[src/rtl/alu_muldiv.sv]
`default_nettype none
// ============================================================================
// Module   : alu_muldiv
// Purpose  : Iterative RV32M multiply/divide unit. It retires one bit per
//            cycle through a shared 2*DATA_WIDTH shift register. Shift-add
//            is used for MUL*, and restoring division for DIV*/REM*.
//            Divide-by-zero and signed overflow are resolved on accept, with
//            no iteration.
// Revision : 1.0 - initial release
// ----------------------------------------------------------------------------
// Ports
//   clk        in   rising-edge clock
//   reset      in   synchronous active-high reset (priority over everything)
//   flush      in   synchronous abort of in-flight / held operation
//   in_valid   in   SrcA/SrcB/Operation valid
//   in_ready   out  operation can be accepted this cycle
//   SrcA       in   rs1 operand
//   SrcB       in   rs2 operand
//   Operation  in   funct3: MUL,MULH,MULHSU,MULHU,DIV,DIVU,REM,REMU
//   out_valid  out  ALUResult valid
//   out_ready  in   consumer takes the result
//   ALUResult  out  result, held while out_valid & !out_ready
//   busy       out  state is not IDLE
// ============================================================================
module alu_muldiv #(
  parameter int DATA_WIDTH    = 32,
  parameter int OPCODE_LENGTH = 3
) (
  input  logic                     clk,
  input  logic                     reset,
  input  logic                     flush,
  input  logic                     in_valid,
  output logic                     in_ready,
  input  logic [DATA_WIDTH-1:0]    SrcA,
  input  logic [DATA_WIDTH-1:0]    SrcB,
  input  logic [OPCODE_LENGTH-1:0] Operation,
  output logic                     out_valid,
  input  logic                     out_ready,
  output logic [DATA_WIDTH-1:0]    ALUResult,
  output logic                     busy
);

  localparam int W     = DATA_WIDTH;
  localparam int CNT_W = $clog2(DATA_WIDTH);

  localparam logic [1:0] c_st_idle = 2'd0;
  localparam logic [1:0] c_st_calc = 2'd1;
  localparam logic [1:0] c_st_done = 2'd2;

  localparam logic [2:0] c_op_mul    = 3'b000;
  localparam logic [2:0] c_op_mulh   = 3'b001;
  localparam logic [2:0] c_op_mulhsu = 3'b010;
  localparam logic [2:0] c_op_mulhu  = 3'b011;
  localparam logic [2:0] c_op_div    = 3'b100;
  localparam logic [2:0] c_op_divu   = 3'b101;
  localparam logic [2:0] c_op_rem    = 3'b110;
  localparam logic [2:0] c_op_remu   = 3'b111;

  localparam logic [W-1:0] c_all_ones = {W{1'b1}};
  localparam logic [W-1:0] c_min      = {1'b1, {(W-1){1'b0}}};

  // --------------------------------------------------------------------------
  // State
  // --------------------------------------------------------------------------
  logic [1:0]       state_q,  state_d;
  logic [CNT_W-1:0] cnt_q,    cnt_d;
  // Multiply: {partial product high, remaining multiplier bits}.
  // Divide  : {partial remainder, dividend bits shifting into quotient}.
  logic [2*W-1:0]   prod_q,   prod_d;
  // Multiply: multiplicand magnitude. Divide: divisor magnitude.
  logic [W-1:0]     opnd_q,   opnd_d;
  logic [2:0]       op_q,     op_d;
  logic             neg_q,    neg_d;    // product / quotient must be negated
  logic             rneg_q,   rneg_d;   // remainder must be negated (dividend sign)
  logic [W-1:0]     result_q, result_d;

  // --------------------------------------------------------------------------
  // Handshake
  // --------------------------------------------------------------------------
  logic w_accept;

  assign in_ready  = (state_q == c_st_idle) | ((state_q == c_st_done) & out_ready);
  assign out_valid = (state_q == c_st_done);
  assign busy      = (state_q != c_st_idle);
  assign ALUResult = result_q;
  assign w_accept  = in_valid & in_ready;

  // --------------------------------------------------------------------------
  // Operand decode on the incoming operation
  // --------------------------------------------------------------------------
  logic [2:0]   w_op;
  logic         w_is_div;
  logic         w_a_signed, w_b_signed;
  logic         w_sa, w_sb;
  logic [W-1:0] w_a_mag, w_b_mag;
  logic         w_b_zero, w_ovf, w_special;
  logic [W-1:0] w_special_res;

  assign w_op     = Operation[2:0];
  assign w_is_div = w_op[2];

  // MUL/MULH/MULHSU treat A as signed, and MUL/MULH treat B as signed.
  // DIV/REM treat both as signed.
  assign w_a_signed = w_is_div ? ~w_op[0] : (w_op[1:0] != 2'b11);
  assign w_b_signed = w_is_div ? ~w_op[0] : ~w_op[1];

  assign w_sa    = w_a_signed & SrcA[W-1];
  assign w_sb    = w_b_signed & SrcB[W-1];
  assign w_a_mag = w_sa ? (-SrcA) : SrcA;
  assign w_b_mag = w_sb ? (-SrcB) : SrcB;

  assign w_b_zero  = w_is_div & (SrcB == '0);
  assign w_ovf     = w_is_div & ~w_op[0] & (SrcA == c_min) & (SrcB == c_all_ones);
  assign w_special = w_b_zero | w_ovf;

  // op[1] separates the REM pair from the DIV pair.
  always_comb begin
    w_special_res = '0;
    if (w_b_zero) begin
      w_special_res = w_op[1] ? SrcA : c_all_ones;
    end else begin
      w_special_res = w_op[1] ? '0 : c_min;
    end
  end

  // --------------------------------------------------------------------------
  // One iteration step
  // --------------------------------------------------------------------------
  logic [W:0]     w_mul_sum;
  logic [2*W-1:0] w_mul_next;
  logic [W:0]     w_div_shift;
  logic [W:0]     w_div_diff;
  logic [2*W-1:0] w_div_next;

  // Shift-add: add the multiplicand when the current multiplier LSB is set,
  // then shift the whole register right. The carry lands in the top bit.
  assign w_mul_sum  = {1'b0, prod_q[2*W-1:W]} + (prod_q[0] ? {1'b0, opnd_q} : '0);
  assign w_mul_next = {w_mul_sum, prod_q[W-1:1]};

  // Restoring divide: bring in the next dividend bit, and try to subtract.
  // A borrow (diff[W]) means the subtraction is undone, and the quotient
  // bit is set to 0.
  assign w_div_shift = {prod_q[2*W-1:W], prod_q[W-1]};
  assign w_div_diff  = w_div_shift - {1'b0, opnd_q};
  assign w_div_next  = w_div_diff[W]
                     ? {w_div_shift[W-1:0], prod_q[W-2:0], 1'b0}
                     : {w_div_diff[W-1:0],  prod_q[W-2:0], 1'b1};

  // --------------------------------------------------------------------------
  // Final result formed from the last step's value
  // --------------------------------------------------------------------------
  logic [2*W-1:0] w_mul_signed;
  logic [W-1:0]   w_quo, w_rem;
  logic [W-1:0]   w_final;

  assign w_mul_signed = neg_q ? (-w_mul_next) : w_mul_next;
  assign w_quo        = w_div_next[W-1:0];
  assign w_rem        = w_div_next[2*W-1:W];

  always_comb begin
    w_final = '0;
    case (op_q)
      c_op_mul:                          w_final = w_mul_signed[W-1:0];
      c_op_mulh, c_op_mulhsu, c_op_mulhu: w_final = w_mul_signed[2*W-1:W];
      c_op_div, c_op_divu:               w_final = neg_q  ? (-w_quo) : w_quo;
      c_op_rem, c_op_remu:               w_final = rneg_q ? (-w_rem) : w_rem;
      default:                           w_final = '0;
    endcase
  end

  // --------------------------------------------------------------------------
  // Next-state logic
  // --------------------------------------------------------------------------
  always_comb begin
    state_d  = state_q;
    cnt_d    = cnt_q;
    prod_d   = prod_q;
    opnd_d   = opnd_q;
    op_d     = op_q;
    neg_d    = neg_q;
    rneg_d   = rneg_q;
    result_d = result_q;

    case (state_q)
      c_st_idle: begin
        // A load is handled below, and is common to IDLE and DONE.
      end
      c_st_calc: begin
        prod_d = op_q[2] ? w_div_next : w_mul_next;
        cnt_d  = cnt_q - CNT_W'(1);
        if (cnt_q == '0) begin
          state_d  = c_st_done;
          result_d = w_final;
        end
      end
      c_st_done: begin
        if (out_ready) begin
          state_d = c_st_idle;
        end
      end
      default: begin
        state_d = c_st_idle;
      end
    endcase

    // An accept is only possible in IDLE, or in DONE while the result is
    // being retired. In the second case, this overrides the return to IDLE,
    // so there is no bubble.
    if (w_accept) begin
      op_d   = w_op;
      neg_d  = w_sa ^ w_sb;
      rneg_d = w_sa;
      if (w_special) begin
        state_d  = c_st_done;
        result_d = w_special_res;
      end else begin
        state_d = c_st_calc;
        cnt_d   = CNT_W'(DATA_WIDTH - 1);
        prod_d  = {{W{1'b0}}, (w_is_div ? w_a_mag : w_b_mag)};
        opnd_d  = w_is_div ? w_b_mag : w_a_mag;
      end
    end

    // Flush discards everything in progress. This includes a result about to
    // be written, and an operation accepted in this same cycle.
    if (flush) begin
      state_d  = c_st_idle;
      result_d = result_q;
    end
  end

  // --------------------------------------------------------------------------
  // Registers
  // --------------------------------------------------------------------------
  always_ff @(posedge clk) begin
    if (reset) begin
      state_q  <= c_st_idle;
      cnt_q    <= '0;
      prod_q   <= '0;
      opnd_q   <= '0;
      op_q     <= '0;
      neg_q    <= 1'b0;
      rneg_q   <= 1'b0;
      result_q <= '0;
    end else begin
      state_q  <= state_d;
      cnt_q    <= cnt_d;
      prod_q   <= prod_d;
      opnd_q   <= opnd_d;
      op_q     <= op_d;
      neg_q    <= neg_d;
      rneg_q   <= rneg_d;
      result_q <= result_d;
    end
  end

endmodule
`default_nettype wire
[config.mk]
export PLATFORM = sky130hd
export DESIGN_NAME = alu_muldiv
export DESIGN_NICKNAME = d
export VERILOG_FILES = /design/src/rtl/alu_muldiv.sv
export SDC_FILE = /design/constraint.sdc
export NUM_CORES = 1
export LEC_CHECK = 0
export CORE_ASPECT_RATIO = 0.5
export CORE_MARGIN = 2
export CORE_UTILIZATION = 50
export DETAILED_ROUTE_END_ITERATION = 6
export PLACE_DENSITY = 0.8
export SLEW_MARGIN = 20
export SYNTH_ARGS = -nofsm -noshare
export SYNTH_HDL_FRONTEND = slang
export SYNTH_SLANG_ARGS = --single-unit
[constraint.sdc]
create_clock -name clk -period 13.1 [get_ports clk]
set_clock_uncertainty 0.1 [all_clocks]
set_input_delay 1.965 -clock clk [delete_from_list [all_inputs] [get_ports clk]]
set_output_delay 1.965 -clock clk [all_outputs]
set_load 0.01 [all_outputs]
* Word level (Yosys, flattened, before mapping)
Index checks and enable logic that the tools add are counted.
Storage, ports and cells: register bits 140, logic and storage cells 87
Operators by class: $add $sub $neg 8, equality and inequality tests 15, muxes and demuxes 31, bitwise logic cells 14, reductions and logical operators 11
Operators by type and width (number):
- two-way mux 32 bit | 14
- two-way mux 64 bit | 6
- negator 32 bit | 4
- one-hot mux 32 bit (4 select lines) | 1
- equality test 32 bit, second input constant | 2
- negator 64 bit | 1
- adder 32 x 32 -> 33 bit | 1
- subtractor 33 x 32 -> 33 bit | 1
- zero test 32 bit | 1
- two-way mux 5 bit | 3
- equality test 3 bit, second input constant | 4
- AND 1 bit | 8
- two-way mux 2 bit | 4
- equality test 3 x 2 -> 1 bit, second input constant | 2
- one-hot mux 2 bit (3 select lines) | 1
- OR reduction 2 bit | 3
- zero test 5 bit | 1
- subtractor 5 x 1 -> 5 bit, second input constant | 1
- != test 2 bit, second input constant | 2
- equality test 3 x 1 -> 1 bit, second input constant | 1
- zero test 3 bit | 1
- != test 3 x 1 -> 1 bit, second input constant | 1
- != test 3 bit, second input constant | 1
- inverter 1 bit | 3
- other kinds (10) | 12

* Longest topological paths before layout
Gate-level depths: netlist (run 1).
word-level depth 9, depth in mapped cells 26, gate-level depth less buffers 23

* Worst setup path after synthesis (run 1)
Ideal clock, no wire load.
kind register to register, from reg prod_q[31], to reg result_q[26] (netlist: ALUResult[26]), library setup time 0.114 ns, arrival time 5.227 ns, data required time 12.886 ns, slack 7.658 ns, cell stages (with the launch flop) 27, cell sequence dfxtp_1 inv_1 ha_1 inv_1 fa_1 nand3_1 a21oi_1 nor4_1 a211oi_1 nor3_1 nor2_1 inv_2 buf_2 buf_2 buf_1 nor2_1 a21oi_1 ha_1 o2111ai_1 nor2_1 nand4_1 a22oi_1 nand3_1 o41ai_1 xnor2_1 a221oi_1 a2111oi_0
On the way: longest elaborated chain between the ends 9
RTL lines:
- start: declaration | RTL line 69 | logic [2*W-1:0] prod_q, prod_d;
- start signal: assignment | RTL line 248 | prod_q <= prod_d;
- subtractor 33 x 32 -> 33 bit | RTL line 144 | assign w_div_diff = w_div_shift - {1'b0, opnd_q};
- two-way mux 64 bit | RTL line 146 | ? {w_div_shift[W-1:0], prod_q[W-2:0], 1'b0}
- negator 32 bit (on tied branches) | RTL line 166, 165
- two-way mux 32 bit (on tied branches) | RTL line 166, 165
- one-hot mux 32 bit (4 select lines) * | RTL line 162 | case (op_q)
- two-way mux 32 bit * | RTL line 191 | if (cnt_q == '0) begin
- two-way mux 32 bit * | RTL line 184 | case (state_q)
- two-way mux 32 bit | RTL line 213 | if (w_special) begin
- two-way mux 32 bit * | RTL line 209 | if (w_accept) begin
- end signal: assignment | RTL line 253 | result_q <= result_d;
- end: declaration | RTL line 75 | logic [W-1:0] result_q, result_d;
Mark *: on every way between the ends. The rest lies on a longest branch, timed or not. A chain may end at the register's enable or synchronous reset.

* Final worst setup path (run 1)
Same ends and word-level chain as after synthesis.

==> results.yml, run 1 <==
final_layout:
  final_util_pct: 55.7
  multi_input_area_sq_um: 12800
  final_cells: 2856
  final-seq-area_sq_um: 2810
  nFillCells: 3233
  drive_gt1_share_pct: 4.39
  areaGrowthSynthToFinish_pct: 10.5
  final_nets: 2548
drt:
  drt-wirelength-per-cell_um: 23.1
  drtIter0Drc: 2769
  via_per_inst: 6.71
  vias: 19200
  firstDrtPassIters: 6
  drc: 0
  wirelength_mm: 65.9
  ant_nets: 0
clocking:
  clk-insertion-delay-late_ns: 0.45
  cts-buffers-inserted: 17
  htreeDepth: 4
  post_cts_resize_count: 0
  max-clock-path-buffers: 2
  cts_num_sinks: 140
  postCtsHoldBufs: 0
  clockRootBuffer: "clkbuf_16"
  cts_tree: "yes"
  postCtsSetupBuffers: 0
  clkTransAtPathRegs_ns: 0.07
logic_synthesis:
  synth_ff_type: "dfxtp_1"
  async_reset_ff_share_pct: 0
  yosysWarnings: 0
  syn_inst: 2426
  synth_edf_count: 0
  seq_area_frac_synth_pct: 16.9
  ys_types: 94
  syn-num-nets: 2572
  netlist_area_sq_um: 16600
  ys_ff_latch: 140
  synth_area_per_cell_sq_um: 6.82
setup_path:
  cp.required_ns: 13.29
  r2r_slack_ns: 6.58
  cp_slowest_cell: "a211oi_1"
  path_class: "reg2reg"
  cp-end-kind: "flop"
  crit_chain: "inv_1, ha_1, inv_1, fa_1, nand3_1, a21oi_1, nor4_1, a211oi_1, o21a_1, nor2_4, inv_2, mux2i_1, ha_1, o2111ai_1, nor2_1, nand4_1, a22oi_1, nand3_1, o41ai_1, xnor2_1, a221oi_1, a2111oi_0"
  slowest_delay_ns: 0.52
  crit_fanout: 9
  start_kind: "flop"
  cp.arrival_ns: 6.71
hold_path:
  hold_path_class: "reg2reg"
power:
  p_sw_share_pct: 43.2
  comb_power_share_pct: 42.1
  leakagePower_nw: 6.84
  power.density_nw_per_um2: 95.9
  seq_power_share_pct: 29.1
  p_clk_share_pct: 28.8
  p_sw_uw: 758
  irDropWorstVdd_mv: 0.0748
  p_int_uw: 996
floorplan:
  dieArea_sq_um: 34700
  die_w_um: 261
  coreArea_sq_um: 32800
  rows: 47
  die_h_um: 133
  pin_count: 107
  start_util_pct: 50.5
grt:
  grt_overflow: 0
  antenna_found_initial: 2
  grt_pass1_wl_mm: 101
  grt_use_total_pct: 37.2
  grt_pass1_vias: 17400
  grt_max_degree: 84
sta:
  setup_ws_ns: 6.58
  slew_violations: 0
  fin_setup_tns_ns: 0
  fmax_mhz: 153
  min_period_over_period_pct: 49.8
  slew_headroom_pct: 22.6
  rsz0062_at_grt: "false"
  hold_slack_ns: 0.361
  hold_viol: 0
  worst_pin_slew_ns: 1.13
  period_minus_slack_ns: 6.52
  setup_violations: 0
place:
  dp_hpwl_mm: 49.5
  post-place-cells: 2824
  port_buffers: 106
  gp_congestion: 1.10
  pre_cts_ws_ns: 6.75
outcome:
  outcome: "completed"
flow_run:
  cap_violations: 0
## power by group through the flow
stage	registers (mW)	clock network [mW]	logic [mW]
floorplan	0.474	0	0.517
global placement	0.512	0	0.695
detailed placement	0.512	0	0.701
CTS	0.503	0.501	0.707
global route	0.510	0.517	0.790
finish	0.510	0.505	0.739
## critical path, delay by kind of cell (launching register included)
family / cells / cell delay [ns]
multiplexers: 1 / 0.33
AO/OA/AOI/OAI: 8 / 2.84
adder cells (fa/ha/maj): 3 / 0.92
AND/OR/NAND/NOR: 6 / 1.00
flip-flops: 1 / 0.51
buffers and inverters: 3 / 0.47
XOR/XNOR: 1 / 0.18
## synth_stat cells (43+ instances only)
library cell,n,share of area [%]
inv_1,74,1.7
mux2i_1,65,3.9
o211ai_1,86,3.9
nor3_1,61,1.8
nand3_1,43,1.3
a21oi_1,254,7.7
o21ai_0,151,4.6
ha_1,72,5.4
clkbuf_1,150,3.4
nand2_1,303,6.9
nor2_1,247,5.6
xor2_1,87,4.6
a211oi_1,52,2.4
dfxtp_1,140,17
xnor2_1,131,6.9
## layer usage
metal,share of wire [%],global-route usage [%],wire length [um],up-vias
li1,-,-,-,8761
met1,41,52.3,26700,8894
met2,40,51.4,26100,1314
met3,16,13.8,10600,196
met4,3.7,13.5,2410,4
met5,0.046,0,30,-
## registers in the layout (all words and copies together) (netlist names)
signal,cells
ALUResult,32
cnt_q,5
neg_q,1
op_q,3
opnd_q,32
prod_q,64
rneg_q,1
state_q,2
## path summary, 6_finish.rpt
path	startpoint	end	cells past startpoint
hold / removal	ALUResult[1]	ALUResult[1]	2
setup reg to reg	prod_q[31]	ALUResult[26]	22
hold reg to reg	ALUResult[1]	ALUResult[1]	2
setup / recovery	prod_q[31]	ALUResult[26]	22
## through the flow
| stage | cell area (sq um) | power, mW |
|---|---|---|
| after floorplan | 16600 | 0.991 |
| after global placement | 17700 | 1.21 |
| after detailed placement | 17700 | 1.21 |
| after CTS | 18300 | 1.71 |
| after global routing | 18300 | 1.82 |
| final | 18300 | 1.75 |
## logic make-up after synthesis
logic type,after synthesis,share of synthesized area [%]
muxes,70,4.27
buffers and inverters,252,5.83
xor gates and xnor gates,218,11.5
adders and majority gates,74,5.68
and+or+nand+nor,862,24.4
DFF,140,16.9
AOI/OAI and AO/OA,810,31.4
## layout make-up
class / count / share of cell area (%)
antenna: 1 / 0.0137
clock buffer: 19 / 2.37
clock inverter: 12 / 0.766
inverter: 79 / 1.62
multi-input combinational: 2034 / 70.1
sequential: 140 / 15.4
tap: 441 / 3.02
timing repair buffer: 130 / 6.73
## cell usage in the layout (no fill, tap or decap), types with 31 or more instances in the layout
cell type,synthesis,routed
nand3_1,43,43
a211oi_1,52,51
o21ai_1,30,31
inv_1,74,74
ha_1,72,72
o21ai_0,151,150
nor2_1,247,245
xor2_1,87,87
xnor2_1,131,131
nand2_1,303,303
o31ai_1,38,38
o211ai_1,86,86
nand4_1,34,34
clkdlybuf4s50_1,0,104
mux2i_1,65,65
dfxtp_1,140,138
and2_1,31,31
nor3_1,61,61
a21oi_1,254,254
Note: power is estimated with default switching activity, not from simulation.
==> inputs of run 2 (changes only) <==
--- a/config.mk
+++ b/config.mk
@@ -9,7 +9,7 @@
 export CORE_MARGIN = 2
 export CORE_UTILIZATION = 50
 export DETAILED_ROUTE_END_ITERATION = 6
-export PLACE_DENSITY = 0.8
+export PLACE_DENSITY = 0.83
 export SLEW_MARGIN = 20
 export SYNTH_ARGS = -nofsm -noshare
 export SYNTH_HDL_FRONTEND = slang
==> constraint.sdc (replaced) <==
create_clock -name clk -period 5.9 [get_ports clk]
set_clock_uncertainty 0.1 [all_clocks]
set_input_delay 0.885 -clock clk [delete_from_list [all_inputs] [get_ports clk]]
set_output_delay 0.885 -clock clk [all_outputs]
set_load 0.01 [all_outputs]
==> run 2 against run 1 <==
First-iteration DRC count increased by 9.9%. Global-route usage increased by 2.1 points. Maximum frequency is 20% higher. Worst setup slack lost 6.1 ns. Clock-buffer cell count grew 1. Hold slack got worse by 0.0082 ns. Routed wire length grew 6.0%. Critical path depth rose by 1. Flip-flop and latch count did not move. Non-clock buffer count increased by 39. Via count is 1.2% higher. Final cell count is 1.4% higher.
==> results.yml, run 2 (synthesis gave the netlist of run 1 again) <==
place:
  gp_congestion: 1.04
  port_buffers: 106
  dp_hpwl_mm: 53.5
setup_path:
  start_kind: "flop"
  worstReg2RegStart: "prod_q[31]"
  cp.required_ns: 6.15
  crit_chain: "inv_1, ha_1, inv_1, fa_1, nand3_1, a21oi_1, nor4_2, a211oi_2, o21a_1, nor2_4, inv_2, buf_4, a21oi_1, ha_2, o2111ai_1, nor2_1, nand4_1, a22oi_1, nand3_2, o41ai_2, xnor2_1, a221oi_1, a2111oi_1"
  path_class: "reg2reg"
  timing.critical_path.buf_inv: 4
  cp-end-kind: "flop"
  cp.arrival_ns: 5.68
  slowest_delay_ns: 0.43
  crit_fanout: 9
  cp-startpoint: "prod_q[31]"
  cpLargestDelayFamily: "compound AO/OA/AOI/OAI gates"
  cp_slowest_cell: "fa_1"
floorplan:
  pin_count: 107
  start_util_pct: 50.5
  die_h_um: 133
  rows: 47
  die_w_um: 261
  dieArea_sq_um: 34700
  coreArea_sq_um: 32800
clocking:
  cts_num_sinks: 140
  postCtsSetupBuffers: 0
  htreeDepth: 4
  cts-buffers-inserted: 17
  cts_tree: "yes"
  clk-insertion-delay-late_ns: 0.47
  clkTransAtPathRegs_ns: 0.06
  clockRootBuffer: "clkbuf_16"
  max-clock-path-buffers: 2
grt:
  grt_use_total_pct: 39.3
  grt_pass1_wl_mm: 104
  antenna_found_initial: 3
  grt_pass1_vias: 16900
  grt_overflow: 0
  grt_max_degree: 73
power:
  fin_total_pwr_mw: 3.99
  p_sw_mw: 1.74
  power.density_nw_per_um2: 214
  leakagePower_nw: 7.04
  p_clk_share_pct: 28.7
  seq_power_share_pct: 27.7
  comb_power_share_pct: 43.5
  irDropWorstVdd_mv: 0.251
  p_int_mw: 2.25
  p_sw_share_pct: 43.7
outcome:
  outcome: "completed"
sta:
  rsz0062_at_grt: "false"
  hold_viol: 0
  fin_setup_tns_ns: 0
  min_period_over_period_pct: 92.1
  slew_violations: 0
  period_minus_slack_ns: 5.43
  fmax_mhz: 184
  slew_headroom_pct: 6.05
  setup_violations: 0
  worst_pin_slew_ns: 1.40
final_layout:
  final-seq-area_sq_um: 2810
  multi_input_area_sq_um: 12900
  top_register: "prod_q"
  nFillCells: 3175
  drive_gt1_share_pct: 6.19
  largest_reg_flops: 64
  final_nets: 2587
  layout_commonest_cell: "nand2_1"
  mostFrequentLayoutCells: "nand2_1, a21oi_1, nor2_1"
  areaGrowthSynthToFinish_pct: 12.6
drt:
  via_per_inst: 6.70
  ant_nets: 0
  drc: 0
  drt-wirelength-per-cell_um: 24.1
  wirelength_mm: 69.8
  firstDrtPassIters: 7
  vias: 19400
  drtIter0Drc: 3044
flow_run:
  cap_violations: 0
hold_path:
  hold_path_class: "reg2reg"
  min_from: "opnd_q[29]"
-- run 2: cell count changes in the layout (fill, tap and decap cells not counted), sizes merged --
cell	delta
buf	+39
diode	+1
clkinvlp	+1
clkinv	+1
clkbuf	+1
inv	-2
-- run 2: what timing repair did --
action / in CTS / in global routing
hold buffers: 0 / 0
endpoints found under the setup margin: 0 / 3
gates resized for setup: 0 / 6
endpoints found under the hold margin: 0 / 0
-- run 2: worst reg2reg max path, stage by stage (launching register included) --
cell,delay [ns]
dfxtp_1,0.31
inv_1,0.12
ha_1,0.23
inv_1,0.07
fa_1,0.43
nand3_1,0.16
a21oi_1,0.18
nor4_2,0.38
a211oi_2,0.12
o21a_1,0.32
nor2_4,0.17
inv_2,0.06
buf_4,0.16
a21oi_1,0.21
ha_2,0.27
o2111ai_1,0.20
nor2_1,0.18
nand4_1,0.14
a22oi_1,0.30
nand3_2,0.19
o41ai_2,0.36
xnor2_1,0.16
a221oi_1,0.11
a2111oi_1,0.40
-- run 2: final cells by class --
cell class	instances	area share, %
antenna	2	0.0269
clock buffer	20	2.40
clock inverter	12	0.745
inverter	79	1.59
multi-input combinational	2034	69.0
sequential	140	15.1
tap	441	2.96
timing repair buffer	169	8.24
-- run 2: final timing paths --
path / endpoint / slack (ns) / depth (start not counted)
max: ALUResult[26] / 0.47 / 23
max reg2reg: ALUResult[26] / 0.47 / 23
min: opnd_q[29] / 0.35 / 2
min reg2reg: opnd_q[29] / 0.35 / 2
-- run 2: power groups by stage --
stage	registers (mW)	clock network, mW	logic (mW)
4_1_cts	1.10	1.14	1.65
6_report	1.11	1.15	1.74
5_1_grt	1.11	1.17	1.84
3_3_place_gp	1.12	0	1.63
3_5_place_dp	1.12	0	1.64
2_1_floorplan	1.05	0	1.15
-- run 2: per-layer routing --
metal | vias to the layer above | global-route usage (%) | part of all wire [%]
met5 | - | 0 | 0.21
met2 | 1378 | 53.5 | 39
met1 | 8985 | 56.6 | 42
met4 | 4 | 11.7 | 3.1
li1 | 8842 | - | -
met3 | 189 | 14.8 | 16
-- run 2: stage by stage --
step / util (%) / cells / cell area (sq um) / hold WS [ns] / setup slack, ns
3_5_place_dp: 54.9 / 2863 / 18000 / 0.346 / 0.395
5_1_grt: 56.8 / 2895 / 18600 / 0.370 / 0.0489
6_report: 56.8 / 2897 / 18600 / 0.353 / 0.466
4_1_cts: 56.7 / 2895 / 18600 / 0.353 / 0.376
2_1_floorplan: - / 2426 / 16600 / 0.332 / 0.458
3_3_place_gp: 54.9 / 2863 / 18000 / 0.339 / 0.582
